--- config.mk ---
export PLATFORM = sky130hd
export DESIGN_NAME = memc_multiport
export DESIGN_NICKNAME = d
export VERILOG_FILES = /design/src/rtl/memc_pkg.sv /design/src/rtl/memc_rr_arbiter.sv /design/src/rtl/memc_multiport.sv
export SDC_FILE = /design/constraint.sdc
export NUM_CORES = 1
export LEC_CHECK = 0
export BUFFER_PORTS_ARGS = -buffer_cell sky130_fd_sc_hd__buf_2
export CAP_MARGIN = 25
export CORE_MARGIN = 2
export CORE_UTILIZATION = 35
export DETAILED_ROUTE_END_ITERATION = 12
export PLACE_DENSITY = 0.7
export REMOVE_ABC_BUFFERS = 1
export SYNTH_ARGS = -nofsm -noshare
export SYNTH_HDL_FRONTEND = slang
export SYNTH_SLANG_ARGS = --single-unit
--- constraint.sdc ---
create_clock -name clk -period 1.5 [get_ports clk]
set_clock_uncertainty 0.15 [all_clocks]
set_input_delay 0.375 -clock clk [delete_from_list [all_inputs] [get_ports clk]]
set_output_delay 0.375 -clock clk [all_outputs]
set_load 0.02 [all_outputs]
--- src/rtl/memc_pkg.sv ---
`default_nettype none
// ============================================================================
// Module   : memc_pkg
// Purpose  : Shared types and helpers for the multi-port memory controller.
//            Holds the channel-id width helper and the read-tag layout.
// Ports    : (package - none)
// Revision : 1.0 - initial release
// ============================================================================
package memc_pkg;

    // Largest supported channel count and the id width that covers it.
    // The tag is sized for the largest case so one struct serves every
    // NUM_CH; smaller configurations zero-extend their id into it.
    localparam int MAX_CH   = 8;
    localparam int TAG_ID_W = 3;

    // One read-tag pipeline stage: a valid flag plus the originating channel.
    typedef struct packed {
        logic                valid;
        logic [TAG_ID_W-1:0] id;
    } memc_tag_t;

    localparam int TAG_W = $bits(memc_tag_t);

    // Channel-id width. A single channel still needs a 1-bit pointer.
    function automatic int ch_w(input int n);
        return (n <= 1) ? 1 : $clog2(n);
    endfunction

endpackage
`default_nettype wire

--- src/rtl/memc_rr_arbiter.sv ---
`default_nettype none
// ============================================================================
// Module   : memc_rr_arbiter
// Purpose  : Combinational round-robin arbiter. Searches req_i starting at
//            ptr_i and wrapping modulo NUM_CH; grants the first requester.
// Ports    : req_i       - per-channel request
//            ptr_i       - priority pointer (channel searched first)
//            gnt_o       - one-hot grant
//            gnt_id_o    - encoded index of the granted channel
//            gnt_valid_o - a grant was issued this cycle
// Revision : 1.0 - initial release
// ============================================================================
module memc_rr_arbiter
    import memc_pkg::*;
#(
    parameter int NUM_CH = 2,
    parameter int CH_W   = 1
) (
    input  logic [NUM_CH-1:0] req_i,
    input  logic [CH_W-1:0]   ptr_i,
    output logic [NUM_CH-1:0] gnt_o,
    output logic [CH_W-1:0]   gnt_id_o,
    output logic              gnt_valid_o
);

    always_comb begin
        int  w_idx;
        logic w_found;
        gnt_o       = '0;
        gnt_id_o    = '0;
        w_found     = 1'b0;
        w_idx       = 0;
        for (int i = 0; i < NUM_CH; i++) begin
            // ptr_i is always < NUM_CH, so one subtraction performs the wrap.
            w_idx = int'(ptr_i) + i;
            if (w_idx >= NUM_CH) begin
                w_idx = w_idx - NUM_CH;
            end
            if (!w_found && req_i[w_idx]) begin
                w_found        = 1'b1;
                gnt_o[w_idx]   = 1'b1;
                gnt_id_o       = CH_W'(w_idx);
            end
        end
        gnt_valid_o = w_found;
    end

endmodule
`default_nettype wire

--- src/rtl/memc_multiport.sv ---
`default_nettype none
// ============================================================================
// Module   : memc_multiport
// Purpose  : N-channel controller for a single-port synchronous block RAM.
//            Round-robin arbitration, one registered RAM command per cycle,
//            and a tag pipeline that steers returning read data to the
//            requesting channel.
// Ports    : clk, reset           - clock, synchronous active-high reset
//            ch_req/ch_we         - per-channel request and write flag
//            ch_addr/ch_wr_data   - packed per-channel address / write data
//            ch_gnt               - one-hot combinational grant
//            ch_rd_valid          - one-hot read-data valid
//            ch_rd_data           - shared read data (bram_rd_data)
//            bram_*               - registered RAM command / RAM read data
// Revision : 1.0 - initial release
// ============================================================================
module memc_multiport
    import memc_pkg::*;
#(
    parameter int DATA_WIDTH = 8,
    parameter int ADDR_WIDTH = 12,
    parameter int NUM_CH     = 2,
    parameter int RD_LATENCY = 1
) (
    input  logic                         clk,
    input  logic                         reset,
    input  logic [NUM_CH-1:0]            ch_req,
    input  logic [NUM_CH-1:0]            ch_we,
    input  logic [NUM_CH*ADDR_WIDTH-1:0] ch_addr,
    input  logic [NUM_CH*DATA_WIDTH-1:0] ch_wr_data,
    output logic [NUM_CH-1:0]            ch_gnt,
    output logic [NUM_CH-1:0]            ch_rd_valid,
    output logic [DATA_WIDTH-1:0]        ch_rd_data,
    output logic                         bram_en,
    output logic                         bram_we,
    output logic [ADDR_WIDTH-1:0]        bram_addr,
    output logic [DATA_WIDTH-1:0]        bram_wr_data,
    input  logic [DATA_WIDTH-1:0]        bram_rd_data
);

    localparam int              CH_W    = ch_w(NUM_CH);
    localparam logic [CH_W-1:0] LAST_CH = CH_W'(NUM_CH - 1);

    logic [NUM_CH-1:0]     w_req_eff;
    logic [CH_W-1:0]       r_ptr_q;
    logic [CH_W-1:0]       w_ptr_d;
    logic [CH_W-1:0]       w_gnt_id;
    logic                  w_gnt_valid;
    logic                  w_sel_we;
    logic [ADDR_WIDTH-1:0] w_sel_addr;
    logic [DATA_WIDTH-1:0] w_sel_data;
    memc_tag_t             w_tag_d;
    memc_tag_t             r_tag_q [RD_LATENCY+1];

    // Grants are suppressed while reset is high so nothing is accepted
    // that the reset is about to discard.
    assign w_req_eff = reset ? '0 : ch_req;

    memc_rr_arbiter #(
        .NUM_CH (NUM_CH),
        .CH_W   (CH_W)
    ) u_arb (
        .req_i       (w_req_eff),
        .ptr_i       (r_ptr_q),
        .gnt_o       (ch_gnt),
        .gnt_id_o    (w_gnt_id),
        .gnt_valid_o (w_gnt_valid)
    );

    // Pointer moves to the channel after the winner; held when idle.
    always_comb begin
        w_ptr_d = r_ptr_q;
        if (w_gnt_valid) begin
            w_ptr_d = (w_gnt_id == LAST_CH) ? '0 : w_gnt_id + CH_W'(1);
        end
    end

    // Select the granted channel's command fields.
    always_comb begin
        w_sel_we   = 1'b0;
        w_sel_addr = '0;
        w_sel_data = '0;
        for (int k = 0; k < NUM_CH; k++) begin
            if (w_gnt_id == CH_W'(k)) begin
                w_sel_we   = ch_we[k];
                w_sel_addr = ch_addr[k*ADDR_WIDTH +: ADDR_WIDTH];
                w_sel_data = ch_wr_data[k*DATA_WIDTH +: DATA_WIDTH];
            end
        end
    end

    // Only reads get a tag; writes are acknowledged by the grant alone.
    always_comb begin
        w_tag_d       = '0;
        w_tag_d.valid = w_gnt_valid & ~w_sel_we;
        w_tag_d.id    = TAG_ID_W'(w_gnt_id);
    end

    always_ff @(posedge clk) begin
        if (reset) begin
            r_ptr_q      <= '0;
            bram_en      <= 1'b0;
            bram_we      <= 1'b0;
            bram_addr    <= '0;
            bram_wr_data <= '0;
            for (int s = 0; s <= RD_LATENCY; s++) begin
                r_tag_q[s] <= '0;
            end
        end else begin
            r_ptr_q <= w_ptr_d;
            bram_en <= w_gnt_valid;
            bram_we <= w_gnt_valid & w_sel_we;
            if (w_gnt_valid) begin
                bram_addr    <= w_sel_addr;
                bram_wr_data <= w_sel_data;
            end
            // Stage 0 lines up with bram_en; the last stage lines up with
            // the RAM's read data RD_LATENCY cycles later.
            r_tag_q[0] <= w_tag_d;
            for (int s = 1; s <= RD_LATENCY; s++) begin
                r_tag_q[s] <= r_tag_q[s-1];
            end
        end
    end

    always_comb begin
        ch_rd_valid = '0;
        for (int k = 0; k < NUM_CH; k++) begin
            ch_rd_valid[k] = !reset && r_tag_q[RD_LATENCY].valid &&
                             (r_tag_q[RD_LATENCY].id == TAG_ID_W'(k));
        end
    end

    assign ch_rd_data = bram_rd_data;

endmodule
`default_nettype wire

After elaboration in Yosys (flattened, before gate mapping). Memories as Yosys holds them, arrays and structs flattened. Index checks and enable logic that the tools add are counted.

Register bits after elaboration: 23. RAM bits: 8. Input port bits: 54. Output and inout bits: 34. Logic and storage cells: 60. Memories: 1.

$add $sub $neg: 4. Order comparisons: 6. Equality and inequality tests: 1. Mux-type cells: 28. Bitwise logic cells: 6. Reductions and logical operators: 9.

Memories: r_tag_q (words 2, width 4, rd ports 2, clocked after memory_dff 0, wr ports 2, RTL line memc_multiport.sv:53) `memc_tag_t r_tag_q [RD_LATENCY+1];`.

Operators by type and width (count): greater-or-equal comparator 32 x 1 -> 1 bit, second input constant (2); less-than comparator 32 x 3 -> 1 bit, second input constant (2); two-way mux 32 bit (2); greater-or-equal comparator 32 x 3 -> 1 bit, second input constant (1); subtractor 32 x 3 -> 32 bit, second input constant (1); two-way mux 1 bit (17); two-way mux 12 bit (1); two-way mux 4 bit (2); two-way mux 8 bit (1); logical AND 1 bit (6); two-way mux 2 bit (3); == test 3 x 1 -> 1 bit, second input constant (1); zero test 3 bit (1); subtractor 1 x 2 -> 3 bit, second input constant (1); adder 1 x 1 -> 2 bit, second input constant (1); AND 1 bit (2); demux 1 bit (select 1 bit) (2); greater-or-equal comparator 1 x 2 -> 1 bit, second input constant (1); zero test 1 bit (2); bitwise OR 1 bit (2); bitwise OR 2 bit (1); adder 1 bit, second input constant (1); inverter 1 bit (1).

Logic depth before layout (Yosys ltp).
Word-level depth: 13. Depth in mapped cells: 4. Depth with buffers taken out: 3.

Cells and area by module. From an unflattened synthesis, not the netlist that was laid out.

Cells, all modules: 124. Area total of the unflattened synthesis: 1233.7 sq um.

By module, submodules not included: memc_multiport (instances 1, cells each 119, area an instance 1201.2 sq um, seq. area each 540.5 sq um); memc_rr_arbiter (instances 1, cells each 5, area an instance 32.5 sq um, seq. area each 0.0 sq um).

Least setup slack after synthesis. Ideal clock, no wire load.

Path type: input to output. Start: input port reset. End: output port ch_rd_valid[0]. Data arrival time: 1.250 ns. Data required time: 0.975 ns. Setup slack: -0.275 ns. Cell stages on the path: 3. Path buffers: 2. Cell sequence: buf_4 > clkbuf_1 > nor3b_1.

Longest elaborated chain between the ends: 3.

RTL lines: start: declaration (RTL line memc_multiport.sv:26) `input logic reset,`; zero test 1 bit (RTL line memc_multiport.sv:129) `ch_rd_valid[k] = !reset && r_tag_q[RD_LATENCY].valid &&`; logical AND 1 bit (2 in series) (RTL line memc_multiport.sv:129); end: declaration (RTL line memc_multiport.sv:32) `output logic [NUM_CH-1:0] ch_rd_valid,`.

Every way passes these cells.

Final worst setup path.
Start: register r_ptr_q. End: output port ch_gnt[0].

Longest elaborated chain between the ends: 9. Elaborated cells between the ends (all ways): 29. Those cells by class: add/sub: 3; order compare: 6; mux: 15; bitwise: 1; reduce/logical: 4.

RTL lines: start: declaration (RTL line memc_multiport.sv:45) `logic [CH_W-1:0] r_ptr_q;`; start signal: assignment (RTL line memc_multiport.sv:110) `r_ptr_q <= w_ptr_d;`; adder 1 x 1 -> 2 bit (tied with other cells) (RTL line memc_rr_arbiter.sv:35) `w_idx = int'(ptr_i) + i;`; subtractor 32 x 3 -> 32 bit (tied with other cells) (RTL line memc_rr_arbiter.sv:37) `w_idx = w_idx - NUM_CH;`; two-way mux 32 bit (tied with other cells) (RTL line memc_rr_arbiter.sv:36) `if (w_idx >= NUM_CH) begin`; greater-or-equal comparator 32 x 1 -> 1 bit (implied by the code) (tied with other cells) (RTL line memc_rr_arbiter.sv:41) `gnt_o[w_idx] = 1'b1;`; logical AND 1 bit (implied by the code) (tied with other cells) (RTL line memc_rr_arbiter.sv:41); two-way mux 1 bit (implied by the code) (tied with other cells) (RTL line memc_rr_arbiter.sv:41); demux 1 bit (select 1 bit) (tied with other cells); bitwise OR 2 bit (no line) or logical AND 1 bit (tied branches); two-way mux 2 bit * (RTL line memc_rr_arbiter.sv:39) `if (!w_found && req_i[w_idx]) begin`; end: declaration (RTL line memc_multiport.sv:31) `output logic [NUM_CH-1:0] ch_gnt,`.

Every way passes the cells marked *; elsewhere a longest branch is shown, timed or not. The select of a mux whose other input is x is not followed.

==> results.md <==
- The internal cell power is 1070 µW.
- The min-delay analysis places its worst path in the category input pin to register.
- The total DRC errors in the routed layout is 0.
- Global routing used 17.2% of the available tracks.
- Detailed routing placed a total of 1730 µm of wire on met2.
- The longest clock path from root to sink contains 2 buffers.
- The fraction of power consumed by combinational cells is 26.0%.
- After layout, the worst setup slack is -171 ps.
- STA puts the critical path data required time at 970 ps.
- Clock tree synthesis inserted a total of 3 buffers.
- In the synthesized netlist the dominant register cell turns out to be sky130_fd_sc_hd__dfxtp_1.
- The cell type of the slowest stage on the worst timing path is sky130_fd_sc_hd__dfxtp_2.
- The number of rows in the core area is 21.
- The synthesized area per cell is 9.78 µm².
- The effective utilization at floorplan is 36.9%.
- The first detailed-routing pass took 4 iterations.
- The area of the mapped netlist is 1240 µm².
- In the final design database the tool counted 256 nets.
- The die covers between 4000 and 5000 µm².
- Counting the fill cells in the layout gives 331.
- The net load switching power is 438 µW.
- The detailed router used layers up to and including met4.
- CTS placed an instance of sky130_fd_sc_hd__clkbuf_4 at the clock tree root.
- The worst relative slew slack is 71.2%.
- The setup TNS after final layout is -333 ps.
- The detail-routed net length per standard cell is 14.0 µm.
- The total length of routed met3 wires is 285 µm.
- Buffers placed on the I/O ports in this run total 71.
- For this block, the initial DRC count from the detailed router was 67.
- The floorplan step set the die height to 63.6 µm.
- The maximum level of the CTS H-tree is 1.
- The latest clock arrival within the worst-skew pair is 320 ps.
- In this run the critical register-to-register path is captured at bram_addr[2]$_SDFFE_PP0P_.
- In this run, placement finished with an instance count of 241.
- The number of unique standard cell types used by synthesis is 23.
- The number of cells in the finished layout apart from fillers is 247.
- The launch instance of the worst min-delay path is ch_wr_data[13].
- The worst setup path is launched from a register.
- The checks that failed: negative setup slack.
- The capture point of the critical path is ch_gnt[0].
- The critical path capture point type is an output pin.
- The share of total power in sequential cells is 53.0%.
- The via count is approximately 1300.
- Counting flops with an async set or reset pin after synthesis yields a share of 0%.
- Across the VDD grid, the largest voltage drop is 0.587 mV.
- Across the run, the number of max-cap violations was 0.
- The core region is 3360 µm².
- The static leakage is slightly above 0.0009 µW.
- The layout overhead on the synthesized area is 47.1%.
- Dividing the final minimum period by the clock period gives 111%.
- Of the total power, the share spent switching nets is 29.0%.
- The total global routing overflow is 0.
- The via count of the first global-routing pass is 1157.
- For the finished layout, the period the worst path requires is about 1700 ps.
- The synthesized design contains 27 register bits.
- Clock-pin slew was measured on the worst setup and hold paths at 140 ps.
- After detailed routing, the wire length on met1 is 1420 µm.
- The total clock sinks is 27.
- Synthesis produced a netlist whose cell count is approximately 130.
- The final weighted congestion in routability-driven placement is 0.873.
- In this run the register-to-register setup slack is roughly 10 ps.
- The Yosys step of the flow raised 0 warnings.
- The CTS tree is yes.
- Wires add up to 3460 µm.
- Traced cell by cell, the critical path runs through buf_12 -> a211oi_2 -> buf_4.
- The final-report max-slew violation count came to 0.
- The number of buffer and inverter instances along the worst setup path is 2.
- The hold-fix buffer count after cts is 0.
- 88 I/O pins were placed.
- For the worst setup path, the data arrival time is around 1200 ps.
- Yosys mapped a number of flops with a built-in enable equal to 0.
- The final count of hold timing violations is 0.
- The power consumption is 1510 µW.
- The final count of negative-setup-slack endpoints is 3.
- The setup path with the least slack is of type register to output pin.
- The largest delay contributor family on the critical path is flip-flops.
- Setup repair after global routing could not meet its margin everywhere.
- Sequential cells were found to cover 43.5% of the synthesized design area.
- The achievable frequency is 598 MHz.
- The register area is 544 µm².
- From left edge to right edge, the die measures 63.6 µm.
- The count of nets left with antenna violations once routing finished came out at 0.
- The detailed-placement wirelength estimate is 2680 µm.
- The clock share of power is 21.0%.
- The ratio of routed vias to standard cells is 5.15.
- The number of antenna violations at the first check in global routing is 0.
- The worst-path maximum fanout is 3.
- The run finished, with violations left.
- Entering global routing, the biggest net connects 18 pins.
- The first global-routing pass estimated 5500 µm of wire.
- The maximum cell stage delay along the critical path is about 370 ps.
- Power spread over the standard cell area amounts to between 800 and 900 nW/µm².
- The worst register-to-register path begins at r_ptr_q$_SDFFE_PP0P_.
- The number of cells on the worst reg-to-reg path is 5.
- The total inserted antenna cells is 0.
- The start point of the critical path is r_ptr_q$_SDFFE_PP0P_.
- The share of final-layout standard cells stronger than drive strength 1 is roughly half.
- Summing all multi-input logic gate instances after layout gives 523 µm².
- At the pin with the least slew margin, the transition time is between 400 and 500 ps.
- The count of cell instances traversed by the critical path is 3.
-- how the worst min path moves through the flow --
stage / end / slack [ps] / cells past startpoint
after global routing: bram_addr[0]$_SDFFE_PP0P_ / 90 / 2
final: bram_wr_data[5]$_SDFFE_PP0P_ / 110 / 2
after CTS: bram_addr[0]$_SDFFE_PP0P_ / 100 / 2
after detailed placement: r_tag_q[0][4]$_SDFF_PP0_ / 270 / 1
after floorplan: r_tag_q[0][4]$_SDFF_PP0_ / 260 / 1
after global placement: r_tag_q[0][4]$_SDFF_PP0_ / 270 / 1
-- synthesized netlist by cell type (2+ instances only) --
| cell type | count | area share, % |
|---|---|---|
| sky130_fd_sc_hd__buf_6 | 2 | 1.8 |
| sky130_fd_sc_hd__a221o_1 | 20 | 16 |
| sky130_fd_sc_hd__nor2b_1 | 3 | 1.5 |
| sky130_fd_sc_hd__dfxtp_1 | 27 | 44 |
| sky130_fd_sc_hd__buf_4 | 9 | 5.4 |
| sky130_fd_sc_hd__nor2_1 | 2 | 0.60 |
| sky130_fd_sc_hd__clkbuf_1 | 6 | 1.8 |
| sky130_fd_sc_hd__nand2b_1 | 2 | 1.0 |
| sky130_fd_sc_hd__a2111oi_0 | 20 | 14 |
| sky130_fd_sc_hd__buf_2 | 4 | 1.6 |
| sky130_fd_sc_hd__inv_1 | 20 | 6.0 |
-- metal layers --
metal | track usage [%] | vias to the layer above
li1 | - | 623
met1 | 20.8 | 589
met2 | 29.1 | 57
met3 | 5.89 | 4
met4 | 4.35 | 0
met5 | 0 | -
-- kinds of logic after synthesis --
logic type | synth area share, %
compound gates | 32.4
buf+inv | 17.0
simple gates | 7.05
flops | 43.5
-- through the flow --
| stage | worst slack [ps] | instance area (µm²) | utilization (%) | hold WS (ps) |
|---|---|---|---|---|
| 2_1_floorplan | -467 | 1110 | - | 264 |
| 3_3_place_gp | -91.6 | 1740 | 51.7 | 269 |
| 3_5_place_dp | -87.3 | 1740 | 51.7 | 274 |
| 4_1_cts | -190 | 1820 | 54.1 | 102 |
| 5_1_grt | -235 | 1830 | 54.4 | 87.7 |
| 6_report | -171 | 1830 | 54.4 | 110 |
-- flip-flops by register name, indices dropped and copies added (netlist names) --
signal        count
bram_we           1
bram_wr_data      8
bram_en           1
r_ptr_q           1
r_tag_q           4
bram_addr        12
-- power by group through the flow --
stage / clock network [µW] / logic, µW / registers [µW]
after global placement: 0 / 373 / 812
after floorplan: 0 / 95.0 / 875
after detailed placement: 0 / 374 / 814
after CTS: 334 / 389 / 799
after global routing: 356 / 422 / 805
final: 317 / 391 / 799
-- final cells by class --
type                    instances  area share (%)
repair buffers                 91            32.7
flip-flops and latches         27            29.8
inverters                      21            4.31
multi-input cells              58            28.6
well taps                      46            3.15
clock buffers                   4            1.44
-- cells in the final DEF (no fill, tap or decap), types with 2 or more instances in the layout --
| cell | count |
|---|---|
| sky130_fd_sc_hd__buf_2 | 67 |
| sky130_fd_sc_hd__dfxtp_1 | 24 |
| sky130_fd_sc_hd__inv_1 | 20 |
| sky130_fd_sc_hd__a221o_1 | 20 |
| sky130_fd_sc_hd__a2111oi_0 | 16 |
| sky130_fd_sc_hd__buf_4 | 16 |
| sky130_fd_sc_hd__buf_12 | 6 |
| sky130_fd_sc_hd__nor2b_1 | 3 |
| sky130_fd_sc_hd__a2111oi_1 | 3 |
| sky130_fd_sc_hd__clkbuf_4 | 3 |
| sky130_fd_sc_hd__dfxtp_2 | 3 |
| sky130_fd_sc_hd__nor2_1 | 2 |
| sky130_fd_sc_hd__buf_6 | 2 |
-- repair_timing --
| item | CTS | global route |
|---|---|---|
| buffers inserted | 2 | 0 |
| pin swaps | 7 | 0 |
| resized for setup | 12 | 5 |
| endpoints found under the setup margin | 5 | 20 |
| endpoints found under the hold margin | 0 | 0 |
Note: power is estimated with default switching activity, not from simulation.
